<file path="config.mk">
export PLATFORM = sky130hd
export DESIGN_NAME = rate_sequencer
export DESIGN_NICKNAME = d
export VERILOG_FILES = /design/src/rtl/rate_sequencer_pkg.sv /design/src/rtl/rate_valley_detect.sv /design/src/rtl/rate_sequencer.sv
export SDC_FILE = /design/constraint.sdc
export NUM_CORES = 1
export LEC_CHECK = 0
export ABC_AREA = 1
export CAP_MARGIN = 20
export CORE_MARGIN = 3
export CORE_UTILIZATION = 50
export CTS_BUF_LIST = sky130_fd_sc_hd__clkbuf_8
export DETAILED_ROUTE_END_ITERATION = 8
export PLACE_DENSITY = 0.84
export SETUP_SLACK_MARGIN = 0.5
export SLEW_MARGIN = 20
export SYNTH_ARGS = -nofsm -noshare
export SYNTH_HDL_FRONTEND = slang
export SYNTH_SLANG_ARGS = --single-unit
</file>
<file path="constraint.sdc">
create_clock -name clk -period 1.75 [get_ports clk]
set_clock_uncertainty 0.2 [all_clocks]
set_input_delay 0.175 -clock clk [delete_from_list [all_inputs] [get_ports clk]]
set_output_delay 0.175 -clock clk [all_outputs]
set_load 0.01 [all_outputs]
</file>
<file path="src/rtl/rate_sequencer_pkg.sv">
// Shared types and default sizing for the rate sequencer.
// entry_t is the table record at the default hold width.
package rate_sequencer_pkg;

    localparam int unsigned DEF_STEPS  = 4;
    localparam int unsigned DEF_HOLD_W = 8;

    typedef enum logic [1:0] {
        StIdle,
        StLoad,
        StRun
    } state_e;

    typedef struct packed {
        logic [3:0]            shift;
        logic [DEF_HOLD_W-1:0] hold;
    } entry_t;

endpackage

</file>
<file path="src/rtl/rate_valley_detect.sv">
// Valley detector: arms on the first non-zero sample while enabled and pulses
// valley_o when an armed detector sees the sample return to zero.
module rate_valley_detect (
    input  logic        clk_i,
    input  logic        reset_i,
    input  logic        enable_i,
    input  logic [15:0] tri_i,
    output logic        valley_o
);

    logic armed_d, armed_q;

    assign valley_o = enable_i && armed_q && (tri_i == 16'd0);

    always_comb begin
        armed_d = armed_q;
        if (!enable_i || valley_o) begin
            armed_d = 1'b0;
        end else if (tri_i != 16'd0) begin
            armed_d = 1'b1;
        end
    end

    always_ff @(posedge clk_i) begin
        if (reset_i) begin
            armed_q <= 1'b0;
        end else begin
            armed_q <= armed_d;
        end
    end

endmodule

</file>
<file path="src/rtl/rate_sequencer.sv">
// Rate sequencer: walks a triangle generator through a programmed table of
// (shift_by, hold) entries, moving on after each entry's count of valleys.
module rate_sequencer
    import rate_sequencer_pkg::*;
#(
    parameter int unsigned STEPS  = DEF_STEPS,
    parameter int unsigned HOLD_W = DEF_HOLD_W
) (
    input  logic                     clk,
    input  logic                     reset,
    input  logic                     wr_en,
    input  logic [$clog2(STEPS)-1:0] wr_addr,
    input  logic [3:0]               wr_shift,
    input  logic [HOLD_W-1:0]        wr_hold,
    input  logic                     start,
    input  logic                     stop,
    input  logic                     loop,
    input  logic [15:0]              tri_in,
    output logic [3:0]               shift_by,
    output logic                     gen_reset,
    output logic [$clog2(STEPS)-1:0] step,
    output logic                     busy,
    output logic                     done
);

    localparam int unsigned   SW        = $clog2(STEPS);
    localparam logic [SW-1:0] LAST_STEP = SW'(STEPS - 1);

    typedef struct packed {
        logic [3:0]        shift;
        logic [HOLD_W-1:0] hold;
    } tab_entry_t;

    tab_entry_t        tab_d [STEPS];
    tab_entry_t        tab_q [STEPS];
    state_e            state_d, state_q;
    logic [SW-1:0]     step_d, step_q;
    logic [3:0]        shift_d, shift_q;
    logic [HOLD_W-1:0] hold_d, hold_q;
    logic              gen_reset_d, gen_reset_q;
    logic              done_d, done_q;
    logic              valley;

    // A stop in RUN also disarms, so a coincident valley is never counted.
    rate_valley_detect u_valley (
        .clk_i    (clk),
        .reset_i  (reset),
        .enable_i ((state_q == StRun) && !stop),
        .tri_i    (tri_in),
        .valley_o (valley)
    );

    always_comb begin
        for (int i = 0; i < STEPS; i++) begin
            tab_d[i] = tab_q[i];
        end
        if (wr_en) begin
            tab_d[wr_addr] = '{shift: wr_shift, hold: wr_hold};
        end
    end

    always_comb begin
        state_d     = state_q;
        step_d      = step_q;
        shift_d     = shift_q;
        hold_d      = hold_q;
        gen_reset_d = 1'b0;
        done_d      = 1'b0;
        unique case (state_q)
            StIdle: begin
                if (start && !stop) begin
                    state_d = StLoad;
                    step_d  = '0;
                end
            end
            StLoad: begin
                if (stop) begin
                    state_d = StIdle;
                end else begin
                    shift_d     = tab_q[step_q].shift;
                    gen_reset_d = 1'b1;
                    hold_d      = (tab_q[step_q].hold == '0) ? HOLD_W'(1) : tab_q[step_q].hold;
                    state_d     = StRun;
                end
            end
            StRun: begin
                if (stop) begin
                    state_d = StIdle;
                end else if (valley) begin
                    if (hold_q > HOLD_W'(1)) begin
                        hold_d = hold_q - 1'b1;
                    end else begin
                        hold_d = '0;
                        if (step_q != LAST_STEP) begin
                            step_d  = step_q + 1'b1;
                            state_d = StLoad;
                        end else if (loop) begin
                            step_d  = '0;
                            state_d = StLoad;
                        end else begin
                            state_d = StIdle;
                            done_d  = 1'b1;
                        end
                    end
                end
            end
            default: state_d = StIdle;
        endcase
    end

    always_ff @(posedge clk) begin
        if (reset) begin
            for (int i = 0; i < STEPS; i++) begin
                tab_q[i] <= '{shift: 4'd0, hold: HOLD_W'(1)};
            end
            state_q     <= StIdle;
            step_q      <= '0;
            shift_q     <= 4'd0;
            hold_q      <= '0;
            gen_reset_q <= 1'b1;
            done_q      <= 1'b0;
        end else begin
            for (int i = 0; i < STEPS; i++) begin
                tab_q[i] <= tab_d[i];
            end
            state_q     <= state_d;
            step_q      <= step_d;
            shift_q     <= shift_d;
            hold_q      <= hold_d;
            gen_reset_q <= gen_reset_d;
            done_q      <= done_d;
        end
    end

    assign shift_by  = shift_q;
    assign gen_reset = gen_reset_q;
    assign step      = step_q;
    assign busy      = (state_q != StIdle);
    assign done      = done_q;

endmodule

</file>
==> flow_summary_export.csv <==
group,metric,value,unit
run_status,status,"complete, no violations",
grt,grt_pass1_vias,3318,
yosys,synth_edf_count,0,
timing,hold_viol,0,
placement,preCtsSetupSlack,-0.07837,ns
critical_path,criticalPathCategory,"reg -> reg",
yosys,syn_nets,521,
floorplanning,start_util,53.28,%
timing,fin_crit_sh,95.57,%
yosys,synthAdderAreaFrac,1.156,%
critical_path,startpoint,"hold_q[0]",
power_and_ir_drop,vdd_ir_drop_max,0.0006001,V
final_layout,nets,591,
timing,finalSetupViolations,0,
yosys,ys_warn_count,0,
grt,grt_max_degree,60,
final_layout,layout-area-overhead-vs-synth,36.33,%
grt,antenna_found_initial,0,
critical_path,timing.rr.start,"hold_q[0]",
yosys,avgSynthCellArea,6.739,um^2
clock_tree,cts.sinks,69,
yosys,synth-simple-area-share,32.74,%
power_and_ir_drop,finalPower,3.684,mW
detailed_routing,vias,3429,
clock_tree,cts_hold_buf,0,
detailed_routing,route.detailed.drc,0,
clock_tree,clockBufferDepth,2,
critical_path,cp_data_arrival_time,1.72,ns
placement,gp_congestion,0.8563,
power_and_ir_drop,p_per_area,832.0,nW/um^2
grt,grt_first_pass_wirelength,15.08,mm
floorplanning,die-height,86.60,um
final_layout,layout.cells.non_filler,632,
clock_tree,cts_buffers,9,
min_path,hold_path_startpoint,"tab_q[2][0]",
clock_tree,clock_latency,0.36,ns
clock_tree,path_clk_slew,0.08,ns
placement,dp_hpwl,5.296,mm
final_layout,drive_gt1_share,24.78,%
power_and_ir_drop,leakage,1.994,nW
yosys,seq_area_frac_synth,42.53,%
timing,rsz0062_at_grt,"true",
yosys,synthXorXnorAreaFrac,1.079,%
placement,dpl.cell_count,590,
timing,fin_ws,0.07750,ns
floorplanning,die_w,86.60,um
clock_tree,htreeDepth,3,
min_path,hold_path.class,"reg -> reg",
detailed_routing,vias_per_cell,5.426,
critical_path,timing.critical_path.from_type,"register",
timing,min_period,1.673,ns
yosys,synth.distinct_cells,29,
floorplanning,dieArea,7500,um^2
yosys,synthMuxAreaShare,0,%
yosys,synthesis.instances,482,
detailed_routing,wirelength,9.353,mm
yosys,syn-cell-area,3248,um^2
critical_path,cp.required,1.80,ns
timing,final_max_slew_viol_count,0,
detailed_routing,ant_nets,0,
critical_path,crit_fanout,4,
detailed_routing,drt_pre_antenna_iters,8,
final_layout,multi_input_area,1789,um^2
final_layout,diodes,0,
clock_tree,root_buffer,"clkbuf_8",
detailed_routing,drt-wirelength-per-cell,14.80,um
clock_tree,cts_tree,"built",
yosys,synth_flop_cell,"dfxtp_1",
timing,timing.fmax,0.5979,GHz
flow_run,max_cap_violations,0,
yosys,ys_seq_elements,69,
final_layout,nFillCells,458,
grt,grt-ovfl-total,0,
critical_path,end_kind,"register",
detailed_routing,drt_iter0_markers,245,
placement,portBuffers,44,
floorplanning,num_rows,28,
floorplanning,core_area,6096,um^2
yosys,synth_compound_area_share,14.10,%
floorplanning,pin_count,45,
timing,worst_slew_pin_slew,0.4764,ns
timing,max_slew_margin,68.21,%
grt,grt_usage,25.60,%
yosys,synth_top_family_by_area,"simple AND/OR/NAND/NOR gates",
final_layout,register_area,1408,um^2
yosys,ys_async_sr_fraction,0,%
==> final timing paths <==
path | end | slack, ns | cells past startpoint
worst max-delay path | hold_q[7] | 0.08 | 12
worst max register to register | hold_q[7] | 0.08 | 12
worst min-delay path | tab_q[2][0] | 0.27 | 2
worst min register to register | tab_q[2][0] | 0.27 | 2
==> sequential cells by signal (all words and copies together), names as in the netlist, named ones only <==
signal and flops:
u_valley.armed_q 1, state_q 2, gen_reset 1, shift_by 4, hold_q 8, done 1, tab_q 48, step 2
==> cell usage in the layout, fill, tap and decap left out, types with 2 or more instances in the layout <==
cell type        netlist  final
nand2_4                2      2
nor2_2                 3      5
dfxtp_2                0      9
nand2_1               90     81
ha_4                   0      2
o22ai_1                3      2
buf_2                  5      6
nand3_2                2      6
nor2_4                 2      3
dlygate4sd2_1          0      4
buf_4                  2     28
dfxtp_4                0      4
dfxtp_1               69     56
nor3_1                 3      2
buf_12                 0      2
nor2_1               117    114
inv_6                  0      3
inv_1                 35     29
xor2_1                 2      2
a21oi_2                1      9
inv_2                  5      5
clkinv_4               0      2
clkbuf_8               0     12
nand4_1                2      2
a21oi_1               19     10
inv_4                  0      4
clkinvlp_4             0      2
xnor2_1                2      2
o21ai_2                0      8
o21ai_0               64     47
o21ai_1                1     10
clkdlybuf4s50_1        0     32
buf_6                  3      6
nand2_2                2     11
nand3_1               28     24
==> power by group <==
group          internal, mW  leakage [nW]  total, mW  switching [mW]
clock network         0.780         0.109       1.41           0.635
registers              1.64         0.571       1.69          0.0511
logic                 0.257          1.31      0.575           0.319
==> per-stage QoR <==
step	instance area (um^2)	TNS, ns	hold slack (ns)	util [%]
after global routing	4428	-0.02093	0.2878	72.64
after floorplan	3287	0	0.1013	-
after detailed placement	3790	-0.4045	0.2456	62.17
after CTS	4302	0	0.2599	70.57
after global placement	3790	-0.1209	0.2384	62.17
final	4428	0	0.2715	72.64
==> final cells by class <==
type / instances / share of cell area [%]
repair buffers: 79 / 16.50
repair inverters: 2 / 0.2826
multi-input cells: 351 / 40.41
inverters: 40 / 3.928
clock inverters: 4 / 1.243
clock buffers: 12 / 3.730
flip-flops and latches: 69 / 31.79
well taps: 75 / 2.119
==> worst max-delay path, cell delays in order, from the launching register on <==
cell,delay (ns)
dfxtp_4,0.37
inv_4,0.07
ha_4,0.13
nor2_2,0.04
nor2_2,0.09
nand3_2,0.09
nand2_2,0.11
inv_4,0.05
buf_4,0.13
nand3_2,0.05
nand2_1,0.05
nor2_1,0.14
nor2_1,0.06
==> routing by layer <==
metal	track usage (%)	vias to the layer above	share of wire (%)
met5	0	-	0
met4	11.61	0	2.4
met3	6.654	27	7.2
met2	44.44	145	49
met1	29.36	1582	41
li1	-	1675	-
==> cells in the mapped netlist (2+ instances only) <==
cell / instances / share of area (%)
inv_1: 35 / 4.0
nand3_2: 2 / 0.62
clkbuf_1: 13 / 1.5
nor2_4: 2 / 0.69
buf_4: 2 / 0.46
o22ai_1: 3 / 0.58
dfxtp_1: 69 / 43
nand2_4: 2 / 0.69
buf_6: 3 / 1.0
ha_1: 3 / 1.2
nand3_1: 28 / 4.3
nor2_1: 117 / 14
inv_2: 5 / 0.58
buf_2: 5 / 0.77
nand2_1: 90 / 10
xnor2_1: 2 / 0.54
nand2_2: 2 / 0.39
o21ai_0: 64 / 9.9
nor2_2: 3 / 0.58
xor2_1: 2 / 0.54
nor3_1: 3 / 0.46
nand4_1: 2 / 0.39
a21oi_1: 19 / 2.9
==> what timing repair did <==
action | CTS | global route
setup endpoints to repair | 76 | 24
resized for setup | 101 | 28
gates cloned | 4 | 0
hold endpoints to repair | 0 | 0
setup buffers | 16 | 6
pin swaps | 24 | 12
==> logic make-up after synthesis <==
kind of cell	count (synthesis)
flops	69
fa+ha+maj	3
buf+inv	63
xor+xnor	4
compound gates	89
simple gates	254
(Power assumes the default switching activity.)
